===== src/rtl/prime_search_ctrl_if.sv =====
// Bus between prime_search_ctrl and its neighbours: start request and seed
// from the generator side, the four prime_tester flags, tester control,
// and the result/status presented to the serializer.
// Ports (master = controller view):
//   in : go, seed[31:0], tester_done[3:0], tester_is_prime[3:0]
//   out: tester_rst, tester_start, dividend[31:0], save, data_out[31:0],
//        busy, found, error, tries[15:0]
interface prime_search_ctrl_if;
    logic        go;
    logic [31:0] seed;
    logic [3:0]  tester_done;
    logic [3:0]  tester_is_prime;
    logic        tester_rst;
    logic        tester_start;
    logic [31:0] dividend;
    logic        save;
    logic [31:0] data_out;
    logic        busy;
    logic        found;
    logic        error;
    logic [15:0] tries;

    modport master (
        input  go, seed, tester_done, tester_is_prime,
        output tester_rst, tester_start, dividend, save, data_out,
               busy, found, error, tries
    );

    modport slave (
        output go, seed, tester_done, tester_is_prime,
        input  tester_rst, tester_start, dividend, save, data_out,
               busy, found, error, tries
    );
endinterface


===== src/rtl/prime_search_ctrl.sv =====
// Prime search controller: on an accepted go it seeds a candidate from the
// generator, then clears/starts the four testers on each candidate in turn
// until a prime is found (strobed to the serializer with save), the try
// limit is reached, the candidate would wrap, or a tester times out.
// Ports:
//   clk  - rising-edge clock
//   rst  - asynchronous active-high reset
//   bus  - prime_search_ctrl_if.master (go/seed in, tester flags in,
//          tester control, result and status out; all outputs registered)
module prime_search_ctrl #(
    parameter int unsigned MAX_TRIES    = 1024,
    parameter int unsigned TEST_TIMEOUT = 65535,
    parameter int unsigned SAVE_CYCLES  = 4
) (
    input  logic                  clk,
    input  logic                  rst,
    prime_search_ctrl_if.master   bus
);

    localparam int unsigned CAND_W       = 32;
    localparam int unsigned TRIES_W      = 16;
    localparam int unsigned START_CYCLES = 3;
    localparam int unsigned STEP_MAX     = (SAVE_CYCLES > START_CYCLES) ? SAVE_CYCLES : START_CYCLES;
    localparam int unsigned STEP_W       = $clog2(STEP_MAX + 1);
    localparam int unsigned WAIT_W       = $clog2(TEST_TIMEOUT + 1);

    typedef enum logic [2:0] {
        S_IDLE,
        S_CLEAR,
        S_START,
        S_WAIT,
        S_EVAL,
        S_SAVE,
        S_DONE
    } state_t;

    state_t              state;
    logic [CAND_W-1:0]   cand;
    logic [STEP_W-1:0]   step_cnt;
    logic [WAIT_W-1:0]   wait_cnt;

    logic                tester_rst_q;
    logic                tester_start_q;
    logic [CAND_W-1:0]   dividend_q;
    logic                save_q;
    logic [CAND_W-1:0]   data_out_q;
    logic                busy_q;
    logic                found_q;
    logic                error_q;
    logic [TRIES_W-1:0]  tries_q;

    logic [CAND_W-1:0]   first_cand_c;
    logic [TRIES_W-1:0]  tries_inc_c;

    // 0 and 1 are not primes; start such searches at 2.
    assign first_cand_c = (bus.seed < CAND_W'(2)) ? CAND_W'(2) : bus.seed;
    // Saturating try count.
    assign tries_inc_c  = (tries_q == '1) ? tries_q : tries_q + TRIES_W'(1);

    // Search sequencer with registered outputs.
    always_ff @(posedge clk or posedge rst) begin
        if (rst) begin
            state          <= S_IDLE;
            cand           <= '0;
            step_cnt       <= '0;
            wait_cnt       <= '0;
            tester_rst_q   <= 1'b0;
            tester_start_q <= 1'b0;
            dividend_q     <= '0;
            save_q         <= 1'b0;
            data_out_q     <= '0;
            busy_q         <= 1'b0;
            found_q        <= 1'b0;
            error_q        <= 1'b0;
            tries_q        <= '0;
        end else begin
            case (state)
                // DONE behaves like IDLE so it can launch the next search.
                S_IDLE, S_DONE: begin
                    if (bus.go) begin
                        cand         <= first_cand_c;
                        dividend_q   <= first_cand_c;
                        found_q      <= 1'b0;
                        error_q      <= 1'b0;
                        tries_q      <= '0;
                        tester_rst_q <= 1'b1;
                        busy_q       <= 1'b1;
                        state        <= S_CLEAR;
                    end
                end

                S_CLEAR: begin
                    tester_rst_q   <= 1'b0;
                    tester_start_q <= 1'b1;
                    step_cnt       <= '0;
                    state          <= S_START;
                end

                S_START: begin
                    if (step_cnt == STEP_W'(START_CYCLES - 1)) begin
                        tester_start_q <= 1'b0;
                        wait_cnt       <= '0;
                        state          <= S_WAIT;
                    end else begin
                        step_cnt <= step_cnt + STEP_W'(1);
                    end
                end

                // A finished test takes priority over a coincident timeout.
                S_WAIT: begin
                    if (bus.tester_done == 4'b1111) begin
                        state <= S_EVAL;
                    end else if (wait_cnt == WAIT_W'(TEST_TIMEOUT - 1)) begin
                        error_q <= 1'b1;
                        busy_q  <= 1'b0;
                        state   <= S_DONE;
                    end else begin
                        wait_cnt <= wait_cnt + WAIT_W'(1);
                    end
                end

                S_EVAL: begin
                    tries_q <= tries_inc_c;
                    if (&bus.tester_is_prime) begin
                        data_out_q <= cand;
                        found_q    <= 1'b1;
                        save_q     <= 1'b1;
                        step_cnt   <= '0;
                        state      <= S_SAVE;
                    end else if (cand == '1) begin
                        error_q <= 1'b1;
                        busy_q  <= 1'b0;
                        state   <= S_DONE;
                    end else if (tries_inc_c == TRIES_W'(MAX_TRIES)) begin
                        busy_q <= 1'b0;
                        state  <= S_DONE;
                    end else begin
                        cand         <= cand + CAND_W'(1);
                        dividend_q   <= cand + CAND_W'(1);
                        tester_rst_q <= 1'b1;
                        state        <= S_CLEAR;
                    end
                end

                S_SAVE: begin
                    if (step_cnt == STEP_W'(SAVE_CYCLES - 1)) begin
                        save_q <= 1'b0;
                        busy_q <= 1'b0;
                        state  <= S_DONE;
                    end else begin
                        step_cnt <= step_cnt + STEP_W'(1);
                    end
                end

                default: state <= S_IDLE;
            endcase
        end
    end

    assign bus.tester_rst   = tester_rst_q;
    assign bus.tester_start = tester_start_q;
    assign bus.dividend     = dividend_q;
    assign bus.save         = save_q;
    assign bus.data_out     = data_out_q;
    assign bus.busy         = busy_q;
    assign bus.found        = found_q;
    assign bus.error        = error_q;
    assign bus.tries        = tries_q;

endmodule


===== src/flat_wrapper.sv =====
// flat-port wrapper written by rule: the top's interface ports become plain ports
module prime_search_ctrl_flat 
#(
    parameter int unsigned MAX_TRIES    = 1024,
    parameter int unsigned TEST_TIMEOUT = 65535,
    parameter int unsigned SAVE_CYCLES  = 4
)
  (clk, rst, bus_go, bus_seed, bus_tester_done, bus_tester_is_prime, bus_tester_rst, bus_tester_start, bus_dividend, bus_save, bus_data_out, bus_busy, bus_found, bus_error, bus_tries);
  prime_search_ctrl_if bus_i ();
  input  logic clk;
  input  logic rst;
  input wire logic [$bits(bus_i.go)-1:0] bus_go;
  input wire logic [$bits(bus_i.seed)-1:0] bus_seed;
  input wire logic [$bits(bus_i.tester_done)-1:0] bus_tester_done;
  input wire logic [$bits(bus_i.tester_is_prime)-1:0] bus_tester_is_prime;
  output wire logic [$bits(bus_i.tester_rst)-1:0] bus_tester_rst;
  output wire logic [$bits(bus_i.tester_start)-1:0] bus_tester_start;
  output wire logic [$bits(bus_i.dividend)-1:0] bus_dividend;
  output wire logic [$bits(bus_i.save)-1:0] bus_save;
  output wire logic [$bits(bus_i.data_out)-1:0] bus_data_out;
  output wire logic [$bits(bus_i.busy)-1:0] bus_busy;
  output wire logic [$bits(bus_i.found)-1:0] bus_found;
  output wire logic [$bits(bus_i.error)-1:0] bus_error;
  output wire logic [$bits(bus_i.tries)-1:0] bus_tries;
  assign bus_i.go = bus_go;
  assign bus_i.seed = bus_seed;
  assign bus_i.tester_done = bus_tester_done;
  assign bus_i.tester_is_prime = bus_tester_is_prime;
  assign bus_tester_rst = bus_i.tester_rst;
  assign bus_tester_start = bus_i.tester_start;
  assign bus_dividend = bus_i.dividend;
  assign bus_save = bus_i.save;
  assign bus_data_out = bus_i.data_out;
  assign bus_busy = bus_i.busy;
  assign bus_found = bus_i.found;
  assign bus_error = bus_i.error;
  assign bus_tries = bus_i.tries;
  prime_search_ctrl #(.MAX_TRIES(MAX_TRIES), .TEST_TIMEOUT(TEST_TIMEOUT), .SAVE_CYCLES(SAVE_CYCLES)) u_core (.clk(clk), .rst(rst), .bus(bus_i));
endmodule

===== config.mk =====
export PLATFORM = sky130hd
export DESIGN_NAME = prime_search_ctrl_flat
export DESIGN_NICKNAME = d
export VERILOG_FILES = /design/src/rtl/prime_search_ctrl_if.sv /design/src/rtl/prime_search_ctrl.sv /design/src/flat_wrapper.sv
export SDC_FILE = /design/constraint.sdc
export NUM_CORES = 1
export LEC_CHECK = 0
export CORE_MARGIN = 5
export CORE_UTILIZATION = 25
export CTS_CLUSTER_DIAMETER = 100
export DETAILED_ROUTE_END_ITERATION = 10
export MAX_ROUTING_LAYER = met4
export RECOVER_POWER = 100
export SLEW_MARGIN = 20
export SYNTH_ARGS = -nofsm -noshare
export SYNTH_HDL_FRONTEND = slang
export SYNTH_SLANG_ARGS = --single-unit

===== constraint.sdc =====
create_clock -name clk -period 8.15 [get_ports clk]
set_input_delay 1.63 -clock clk [delete_from_list [all_inputs] [get_ports clk]]
set_output_delay 1.63 -clock clk [all_outputs]
set_load 0.005 [all_outputs]

==> flow_summary.json, run 1 <==
{
  "status": "finished with violations",
  "violations": "max-capacitance violations, max-slew violations",
  "cts.path.max_buffers": 2,
  "end_kind": "register",
  "fraction_of_final_layout_cells_sized_beyond_drive_strength_1_pct": 8.86,
  "synth.yosys.warnings": 0,
  "slew_headroom_pct": -99.0,
  "routed_wl_um": 19200,
  "syn-cell-area_um2": 6080,
  "fin_skew_ps": 7.40,
  "grt_overflow": 0,
  "postSynthCellCount": 647,
  "ys_dominant_reg_cell": "sky130_fd_sc_hd__dfrtp_1",
  "r2r_setup_slack_ps": 2870,
  "report.final.slew_viol_count": 67,
  "grt_pass1_wl_um": 30500,
  "syn-num-nets": 697,
  "ir_drop_uv": 146,
  "ys_seq_area_share_pct": 44.5,
  "firstDrtPassIters": 5,
  "clkSinkCount": 108,
  "timing.final.setup_violations": 0,
  "period_share_pct": 64.8,
  "drc": 0,
  "cts_max_level": 3,
  "detailedPlacementHpwl_um": 13600,
  "floorplan.rows": 57,
  "worst_setup_path_start_kind": "register",
  "layout.area.seq_um2": 2700,
  "postCtsHoldBufs": 0,
  "syn-mean-instance-area_um2": 9.39,
  "initial_utilization_pct": 25.2,
  "leakage_nw": 3.27,
  "min_path_cells": 1,
  "worst_setup_hold_path_clk_slew_ps": 80,
  "area_delta_synth_final_pct": 29.7,
  "dr_total_vias": 5602,
  "place.gp.congestion": 0.848,
  "hold_end": "u_core.bus.data_out[11]",
  "timing_worst_setup_path_type": "reg -> reg",
  "hold_path_class": "reg -> reg",
  "hold_violations": 0,
  "synth_cell_types": 63,
  "cts_resized": 0,
  "maxCapViolations": 2,
  "first_global_vias": 5418,
  "post_synthesis_sequential_element_count": 108,
  "postCtsSetupBuffers": 0,
  "drt-vias-per-instance": 5.19,
  "worst_slew_pin_slew_ps": 2970,
  "port_bufs": 128,
  "maximum_number_of_pins_on_one_net_before_global_route_repair": 77,
  "tmin_final_ps": 5290,
  "worst_r2r_start": "u_core.bus.tries[3]",
  "min_from": "u_core.bus.data_out[11]",
  "setup_total_negative_slack_ps": 0,
  "clk_latency_ps": 360,
  "postSynth.asyncResetShare_pct": 100,
  "die-height_um": 166,
  "main_combinational_cell_family_by_area_after_synthesis": "simple AND/OR/NAND/NOR gates",
  "fmaxAchievable_mhz": 189,
  "synth-xor-area-share_pct": 3.03,
  "worst_setup_path_startpoint": "u_core.bus.tries[3]",
  "initial_antenna_violation_count": 0,
  "io-pin-count": 129,
  "synth_compound_gate_area_share_pct": 17.5,
  "crit_arrival_ps": 5460,
  "first_iter_violations": 511,
  "core_area_um2": 24100,
  "power_per_cell_area_nw_per_um2": 306,
  "critPathMaxFanout": 26,
  "post_synthesis_mux_area_share_pct": 6.26,
  "design.die.area_um2": 27500,
  "grtUsageTotal_pct": 14.0,
  "cts_root_buffer": "sky130_fd_sc_hd__clkbuf_16",
  "crit-reg2reg-capture": "u_core.bus.dividend[29]",
  "worst_r2r_path_depth": 8,
  "postRouteAntennaNets": 0,
  "synth_enable_flop_cells": 0,
  "multiInputGateArea_um2": 3100,
  "fillerInstances": 2545,
  "floorplan.die.width_um": 166,
  "diodes": 0,
  "layout.nets": 801,
  "yosys.area_share.simple_pct": 23.2,
  "synthAdderAreaFrac_pct": 1.44,
  "worst_hold_slack_ps": 505,
  "rsz0062_at_grt": "no",
  "cts_made_buffers": 9,
  "wire_per_inst_um": 17.8,
  "critical_path_required_ps": 8320,
  "cts_tree": "yes"
}
==> stage by stage <==
| step | area [µm²] | power [mW] | std cells | utilization (%) | worst slack, ps |
|---|---|---|---|---|---|
| floorplan | 6080 | 1.48 | 647 | - | 3670 |
| global placement | 7630 | 2.02 | 1064 | 31.6 | 4090 |
| detailed placement | 7630 | 2.03 | 1064 | 31.6 | 4060 |
| CTS | 7930 | 2.52 | 1080 | 32.9 | 4440 |
| global route | 7890 | 2.60 | 1080 | 32.7 | 2540 |
| finish | 7890 | 2.41 | 1080 | 32.7 | 2870 |
==> how the worst max path moves through the flow <==
stage,to,depth (start not counted),slack (ps)
after floorplan,u_core.bus.busy,1,3670
after global placement,u_core.bus.dividend[8],7,4090
after detailed placement,u_core.bus.dividend[29],7,4060
after CTS,u_core.bus.dividend[29],7,4440
after global routing,u_core.bus.dividend[29],8,2540
final,u_core.bus.dividend[29],8,2870
==> kinds of logic after synthesis <==
logic type,after synthesis
xor gates and xnor gates,21
DFF,108
adders and majority gates,7
buffers and inverters,53
and+or+nand+nor,259
AOI/OAI and AO/OA,165
muxes,34
==> placed cells by master (no fill, tap or decap), types with 3 or more instances in the layout <==
cell                                n
sky130_fd_sc_hd__nor2b_1            4
sky130_fd_sc_hd__xor2_1            15
sky130_fd_sc_hd__nor2_1            58
sky130_fd_sc_hd__and3_1            18
sky130_fd_sc_hd__or3_1              5
sky130_fd_sc_hd__nand2b_1           8
sky130_fd_sc_hd__mux2_2            32
sky130_fd_sc_hd__dfrtp_1          108
sky130_fd_sc_hd__inv_1             12
sky130_fd_sc_hd__o31ai_1            3
sky130_fd_sc_hd__nor3_1            14
sky130_fd_sc_hd__dlygate4sd3_1     90
sky130_fd_sc_hd__buf_4              3
sky130_fd_sc_hd__a22oi_1            3
sky130_fd_sc_hd__o22ai_1            6
sky130_fd_sc_hd__o32a_1             3
sky130_fd_sc_hd__o211ai_1           3
sky130_fd_sc_hd__clkdlybuf4s50_1   38
sky130_fd_sc_hd__xnor2_1            6
sky130_fd_sc_hd__and4_1             9
sky130_fd_sc_hd__nand4_1           24
sky130_fd_sc_hd__a221o_1            3
sky130_fd_sc_hd__and2_1             7
sky130_fd_sc_hd__a31oi_1           20
sky130_fd_sc_hd__a211oi_1           7
sky130_fd_sc_hd__a21oi_1           33
sky130_fd_sc_hd__nor4_1            16
sky130_fd_sc_hd__clkbuf_16          9
sky130_fd_sc_hd__nand2_1           49
sky130_fd_sc_hd__or4_1              5
sky130_fd_sc_hd__o21a_1             3
sky130_fd_sc_hd__a311oi_1          16
sky130_fd_sc_hd__inv_6              3
sky130_fd_sc_hd__o21ai_0           46
sky130_fd_sc_hd__nand3_1           27
sky130_fd_sc_hd__and2_0             3
sky130_fd_sc_hd__ha_1               7
==> worst max-delay path, cell delays in order, from the launching register on <==
cell	delay, ps
sky130_fd_sc_hd__dfrtp_1	550
sky130_fd_sc_hd__nand4_1	520
sky130_fd_sc_hd__nor4_1	1150
sky130_fd_sc_hd__or3_1	280
sky130_fd_sc_hd__xor2_1	110
sky130_fd_sc_hd__nand4_1	400
sky130_fd_sc_hd__and4_1	920
sky130_fd_sc_hd__or2_0	940
sky130_fd_sc_hd__a22oi_1	230
==> routing by layer <==
layer | share of wire, % | up-vias | GRT usage [%] | wire length [µm]
met5 | 0 | - | - | 0
met4 | 1.3 | 0 | 3.19 | 246
met3 | 6.1 | 16 | 3.45 | 1170
met2 | 46 | 221 | 21.2 | 8900
met1 | 46 | 2726 | 19.1 | 8880
li1 | - | 2639 | - | -
==> sequential cells by signal, summed over array words and instances (netlist names), 3 cells and up <==
register and flops:
u_core.bus.dividend 32, u_core.wait_cnt 16, u_core.bus.tries 16, u_core.state 3
u_core.step_cnt 3, u_core.bus.data_out 32
==> report_power, final <==
part           total, mW  switching (mW)  internal, mW
sequential         0.964           0.241         0.723
combinational      0.979           0.487         0.492
clock              0.471           0.221         0.250
total               2.41           0.949          1.46
==> final cells by class <==
type / instances / share of cell area [%]
clock buffer: 10 / 3.03
clock inverter: 6 / 0.873
inverter: 13 / 0.635
multi-input combinational: 486 / 39.3
sequential: 108 / 34.3
tap: 324 / 5.14
timing repair buffer: 133 / 16.7
==> cells in the mapped netlist (3+ instances only) <==
cell                       number  area [µm²]
sky130_fd_sc_hd__a211oi_1       7        52.6
sky130_fd_sc_hd__a21oi_1       33         165
sky130_fd_sc_hd__a221o_1        3        30.0
sky130_fd_sc_hd__a22oi_1        3        22.5
sky130_fd_sc_hd__a311oi_1      16         140
sky130_fd_sc_hd__a31oi_1       20         125
sky130_fd_sc_hd__and2_1        10        62.6
sky130_fd_sc_hd__and3_1        18         113
sky130_fd_sc_hd__and4_1         8        70.1
sky130_fd_sc_hd__buf_2          5        25.0
sky130_fd_sc_hd__buf_4          4        30.0
sky130_fd_sc_hd__buf_6          4        45.0
sky130_fd_sc_hd__clkbuf_1      26        97.6
sky130_fd_sc_hd__dfrtp_1      108        2700
sky130_fd_sc_hd__ha_1           7        87.6
sky130_fd_sc_hd__inv_1         13        48.8
sky130_fd_sc_hd__mux2_2        32         360
sky130_fd_sc_hd__nand2_1       49         184
sky130_fd_sc_hd__nand2b_1       8        50.1
sky130_fd_sc_hd__nand3_1       27         135
sky130_fd_sc_hd__nand4_1       22         138
sky130_fd_sc_hd__nor2_1        60         225
sky130_fd_sc_hd__nor2b_1        4        25.0
sky130_fd_sc_hd__nor3_1        15        75.1
sky130_fd_sc_hd__nor4_1        15        93.8
sky130_fd_sc_hd__o211ai_1       3        22.5
sky130_fd_sc_hd__o21a_1         3        22.5
sky130_fd_sc_hd__o21ai_0       46         230
sky130_fd_sc_hd__o22ai_1        6        37.5
sky130_fd_sc_hd__o31ai_1        3        22.5
sky130_fd_sc_hd__o32a_1         3        30.0
sky130_fd_sc_hd__or3_1          5        31.3
sky130_fd_sc_hd__or4_1          5        37.5
sky130_fd_sc_hd__xnor2_1        6        52.6
sky130_fd_sc_hd__xor2_1        15         131
(Power assumes the default switching activity.)
==> run 2, diff against run 1 <==
==> constraint.sdc (replaced) <==
create_clock -name clk -period 4.3 [get_ports clk]
set_input_delay 0.86 -clock clk [delete_from_list [all_inputs] [get_ports clk]]
set_output_delay 0.86 -clock clk [all_outputs]
set_load 0.005 [all_outputs]
==> run 2 against run 1 <==
The run still ends with max-capacitance violations, max-slew violations left. Routed wire length down 1.2%. Maximum frequency up 40%. Combinational power up 93%. Global-route usage down 0.10 points. Clock-buffer cell count unchanged. Register-to-register slack worse by 2300 ps. Worst hold slack worse by 2.2 ps. First-iteration DRC count down 20%. Critical path depth unchanged. Die area unchanged. Core utilization up 0.15 points. Critical path type unchanged. Critical endpoint unchanged.
==> flow_summary.json, run 2 (synthesized netlist as in run 1, its figures left out) <==
{
  "status": "finished with violations",
  "violations": "max-capacitance violations, max-slew violations",
  "cts_made_buffers": 9,
  "clk_latency_ps": 360,
  "drt-vias-per-instance": 5.16,
  "worst_r2r_start": "u_core.bus.tries[5]",
  "initial_antenna_violation_count": 0,
  "timing_worst_setup_path_type": "reg -> reg",
  "post-route-util_pct": 32.9,
  "diodes": 0,
  "setup_slack_ps": 522,
  "hold_violations": 0,
  "critPathMaxFanout": 26,
  "slew_headroom_pct": -84.9,
  "worst_setup_hold_path_clk_slew_ps": 80,
  "maxCapViolations": 2,
  "area_delta_synth_final_pct": 30.3,
  "worst_setup_path_start_kind": "register",
  "share_seq_of_total_power_pct": 39.8,
  "floorplan.rows": 57,
  "postLayoutCellArea_um2": 7920,
  "crit_arrival_ps": 3980,
  "dpl.cell_count": 1068,
  "timing.final.setup_violations": 0,
  "postCtsHoldBufs": 0,
  "hold_path_class": "reg -> reg",
  "initial_utilization_pct": 25.2,
  "layout.nets": 805,
  "worst_r2r_path_depth": 8,
  "grt_overflow": 0,
  "io-pin-count": 129,
  "period_share_pct": 87.9,
  "fin_skew_ps": 12.6,
  "wire_per_inst_um": 17.5,
  "cts_max_level": 3,
  "crit-reg2reg-capture": "u_core.bus.dividend[29]",
  "mostFrequentLayoutCells": "sky130_fd_sc_hd__dfrtp_1 (108), sky130_fd_sc_hd__dlygate4sd3_1 (87), sky130_fd_sc_hd__nor2_1 (59), sky130_fd_sc_hd__nand2_1 (49), sky130_fd_sc_hd__o21ai_0 (46)",
  "rsz0062_at_grt": "no",
  "detailedPlacementHpwl_um": 13800,
  "cts_resized": 0,
  "setup_total_negative_slack_ps": 0,
  "cts_tree": "yes",
  "place.gp.congestion": 0.866,
  "leakage_nw": 3.31,
  "worst_setup_path_startpoint": "u_core.bus.tries[5]",
  "ir_drop_uv": 289,
  "critical_path_required_ps": 4500,
  "postRouteAntennaNets": 0,
  "r2r_setup_slack_ps": 520,
  "power_per_cell_area_nw_per_um2": 574,
  "clkSinkCount": 108,
  "maximum_number_of_pins_on_one_net_before_global_route_repair": 70,
  "first_iter_violations": 409,
  "fraction_of_final_layout_cells_sized_beyond_drive_strength_1_pct": 8.95,
  "firstDrtPassIters": 5,
  "switching_share_pct": 39.8,
  "cts_root_buffer": "sky130_fd_sc_hd__clkbuf_16",
  "grt_pass1_wl_um": 30700,
  "clock_power_share_pct": 18.6,
  "placed_area_um2": 7660,
  "switching_power_mw": 1.81,
  "tmin_final_ps": 3780,
  "routed_wl_um": 19000,
  "first_global_vias": 5532,
  "cts.path.max_buffers": 2,
  "die-height_um": 166,
  "post-place-ws_ps": 791,
  "mostFrequentLayoutCell": "sky130_fd_sc_hd__dfrtp_1",
  "drc": 0,
  "combPwrFrac_pct": 41.6,
  "worst_slew_pin_slew_ps": 2770,
  "postCtsSetupBuffers": 0,
  "design.die.area_um2": 27500,
  "cellInternalPower_mw": 2.74,
  "fmaxAchievable_mhz": 265,
  "grtUsageTotal_pct": 13.9,
  "post_layout_nonfiller_instances": 1084,
  "core_area_um2": 24100,
  "end_kind": "register",
  "dr_total_vias": 5592,
  "report.final.slew_viol_count": 127,
  "port_bufs": 128,
  "worstSetupEndpoint": "u_core.bus.dividend[29]",
  "floorplan.die.width_um": 166
}
run 2: cell count changes in the layout (fill, tap and decap cells not counted), sizes merged:
cell           before  now
dlygate4sd3        90   87
clkdlybuf4s50      38   41
clkinvlp            2    0
clkinv              1    4
clkbuf             11   13
bufinv              1    0
buf                 4    6
run 2: area by class of cell:
type / count / area (µm²)
Multi-Input combinational cell: 486 / 3120
Sequential cell: 108 / 2700
Timing Repair Buffer: 137 / 1350
Clock inverter: 6 / 58.8
Tap cell: 324 / 405
Inverter: 13 / 48.8
Clock buffer: 10 / 239
Fill cell: 2541 / 16200
run 2: layer usage:
layer	global-route usage, %	vias to the layer above	part of all wire (%)
li1	-	2638	-
met1	18.6	2713	46
met2	22.1	225	48
met3	2.64	16	5.4
met4	2.98	0	1.2
met5	-	-	0
run 2: worst max-delay path, stage by stage (launching register included):
cell	delay [ps]
sky130_fd_sc_hd__dfrtp_1	540
sky130_fd_sc_hd__nand4_1	570
sky130_fd_sc_hd__or4_1	790
sky130_fd_sc_hd__nand2b_1	200
sky130_fd_sc_hd__o21ai_1	140
sky130_fd_sc_hd__nand4_4	150
sky130_fd_sc_hd__and4_4	450
sky130_fd_sc_hd__or2_1	590
sky130_fd_sc_hd__a22oi_1	190
run 2: power by group through the flow:
stage	combinational, mW	clock [mW]	sequential [mW]
finish	1.89	0.848	1.81
global route	2.10	0.918	1.88
CTS	2.04	0.878	1.83
detailed placement	2.03	0	1.85
global placement	2.02	0	1.84
floorplan	1.11	0	1.70
run 2: through the flow:
stage	hold slack, ps	total power, mW
floorplan	486	2.81
global placement	488	3.86
detailed placement	494	3.88
CTS	514	4.75
global route	513	4.90
finish	503	4.55
run 2: worst min path at each step:
stage                       startpoint                       to  depth (start not counted)
2_1_floorplan         u_core.bus.error         u_core.bus.error                          2
3_3_place_gp   u_core.bus.data_out[25]  u_core.bus.data_out[25]                          1
3_5_place_dp    u_core.bus.data_out[8]   u_core.bus.data_out[8]                          1
4_1_cts         u_core.bus.data_out[8]   u_core.bus.data_out[8]                          1
5_1_grt        u_core.bus.data_out[14]  u_core.bus.data_out[14]                          1
6_report        u_core.bus.data_out[8]   u_core.bus.data_out[8]                          1
==> run 3, diff against run 2 <==
==> constraint.sdc (replaced) <==
create_clock -name clk -period 4.3 [get_ports clk]
set_input_delay 0.86 -clock clk [delete_from_list [all_inputs] [get_ports clk]]
set_output_delay 0.86 -clock clk [all_outputs]
set_load 0.01 [all_outputs]
==> run 3 against run 2 <==
The run still ends with max-capacitance violations, max-slew violations left. Power rose by 2.8%. Core utilization about the same. Sequential cell count unchanged. Critical endpoint unchanged. Non-clock buffer count stayed put. Sequential power about the same.
==> flow_summary.json, run 3 (synthesized netlist as in run 1, its figures left out) <==
{
  "tmin_final_ps": 3780,
  "power_per_cell_area_nw_per_um2": 590,
  "floorplan.die.width_um": 166,
  "leakage_nw": 3.31,
  "busiest_layer_in_global_routing": "met2",
  "drt-vias-per-instance": 5.15,
  "r2r_setup_slack_ps": 520,
  "violations": "max-capacitance violations, max-slew violations",
  "area_delta_synth_final_pct": 30.4,
  "end_kind": "register",
  "cts_tree": "yes",
  "detailedPlacementHpwl_um": 13800,
  "fraction_of_final_layout_cells_sized_beyond_drive_strength_1_pct": 9.08,
  "fillerInstances": 2541,
  "initial_antenna_violation_count": 0,
  "period_share_pct": 87.9,
  "fmaxAchievable_mhz": 265,
  "cts_max_level": 3,
  "status": "finished with violations",
  "wire_per_inst_um": 17.5,
  "core_area_um2": 24100,
  "report.final.slew_viol_count": 127,
  "critPathMaxFanout": 26,
  "postCtsHoldBufs": 0,
  "crit-reg2reg-capture": "u_core.bus.dividend[29]",
  "timing_worst_setup_path_type": "reg -> reg",
  "mostFrequentLayoutCells": "sky130_fd_sc_hd__dfrtp_1 (108), sky130_fd_sc_hd__dlygate4sd3_1 (88), sky130_fd_sc_hd__nor2_1 (59), sky130_fd_sc_hd__nand2_1 (49), sky130_fd_sc_hd__o21ai_0 (46)",
  "initial_utilization_pct": 25.2,
  "cts_root_buffer": "sky130_fd_sc_hd__clkbuf_16",
  "maxCapViolations": 2,
  "grt_pass1_wl_um": 30700,
  "met2_track_demand_over_resource_pct": 22.1,
  "floorplan.rows": 57,
  "place.gp.congestion": 0.866,
  "ir_drop_uv": 303,
  "postRouteAntennaNets": 0,
  "rsz0062_at_grt": "no",
  "timing.final.setup_violations": 0,
  "maximum_number_of_pins_on_one_net_before_global_route_repair": 70,
  "die-height_um": 166,
  "first_iter_violations": 409,
  "cts.path.max_buffers": 2,
  "worst_slew_pin_slew_ps": 2770,
  "worst_setup_hold_path_clk_slew_ps": 80,
  "first_global_vias": 5532,
  "setup_total_negative_slack_ps": 0,
  "placed_area_um2": 7660,
  "global_route.usage.met1_pct": 18.6,
  "grtUsageTotal_pct": 13.9,
  "design.die.area_um2": 27500,
  "clkSinkCount": 108,
  "min_from": "u_core.bus.data_out[8]",
  "cts_made_buffers": 9,
  "critical_path_required_ps": 4500,
  "fin_skew_ps": 12.6,
  "postLayoutCellArea_um2": 7930,
  "layout.nets": 805,
  "dr_total_vias": 5586,
  "slew_headroom_pct": -85.0,
  "hold_violations": 0,
  "mostFrequentLayoutCell": "sky130_fd_sc_hd__dfrtp_1",
  "clk_latency_ps": 360,
  "hold_path_class": "reg -> reg",
  "diodes": 0,
  "drc": 0,
  "worst_r2r_start": "u_core.bus.tries[5]",
  "port_bufs": 128,
  "grt_overflow": 0,
  "postCtsSetupBuffers": 0,
  "use_met3_pct": 2.64,
  "hold_end": "u_core.bus.data_out[8]",
  "cts_resized": 0,
  "worst_r2r_path_depth": 8,
  "worst_setup_path_start_kind": "register",
  "routed_wl_um": 18900,
  "io-pin-count": 129,
  "firstDrtPassIters": 5,
  "min_path_cells": 1,
  "crit_arrival_ps": 3980
}
-- run 3: power breakdown --
group          internal (mW)  total (mW)  switching (mW)  leakage (nW)
clock network          0.422       0.848           0.425         0.148
registers               1.37        1.81           0.440          1.39
logic                  0.956        2.02            1.06          1.77
-- run 3: cell type report --
| cell class | count | area (µm²) | area share, % |
|---|---|---|---|
| Timing Repair Buffer | 137 | 1350 | 17.1 |
| Multi-Input combinational cell | 486 | 3120 | 39.3 |
| Tap cell | 324 | 405 | 5.11 |
| Inverter | 13 | 48.8 | 0.616 |
| Clock buffer | 10 | 239 | 3.01 |
| Sequential cell | 108 | 2700 | 34.1 |
| Clock inverter | 6 | 58.8 | 0.742 |
-- run 3: worst max-delay path by stage --
stage | end | cells past startpoint | startpoint | slack, ps
6_report | u_core.bus.dividend[29] | 8 | u_core.bus.tries[5] | 520
5_1_grt | u_core.bus.tries[6] | 2 | rst | 250
4_1_cts | u_core.bus.dividend[29] | 8 | u_core.bus.tries[3] | 790
3_5_place_dp | u_core.bus.dividend[29] | 8 | u_core.bus.tries[5] | 790
3_3_place_gp | u_core.bus.dividend[29] | 8 | u_core.bus.tries[3] | 890
2_1_floorplan | u_core.bus.busy | 1 | rst | 590
-- run 3: metal layers --
metal / up-vias / routed length (µm)
li1: 2639 / -
met1: 2702 / 8710
met2: 225 / 9000
met3: 20 / 1000
met4: 0 / 238
met5: - / 0
-- run 3: per-stage QoR --
stage                     std cells  setup slack (ps)  util [%]  power (mW)  hold slack (ps)
after CTS                      1084               794      33.0        4.87              514
after global routing           1084               248      32.9        5.02              513
after floorplan                 647               594         -        2.92              490
after global placement         1068               890      31.8        3.99              488
after detailed placement       1068               791      31.8        4.00              494
final                          1084               522      32.9        4.68              503
-- run 3: worst max-delay path, cell delays in order (launching register included) --
cell                       delay [ps]
sky130_fd_sc_hd__dfrtp_1          540
sky130_fd_sc_hd__nand4_1          560
sky130_fd_sc_hd__or4_1            790
sky130_fd_sc_hd__nand2b_1         200
sky130_fd_sc_hd__o21ai_1          140
sky130_fd_sc_hd__nand4_4          150
sky130_fd_sc_hd__and4_4           450
sky130_fd_sc_hd__or2_1            590
sky130_fd_sc_hd__a22oi_1          190
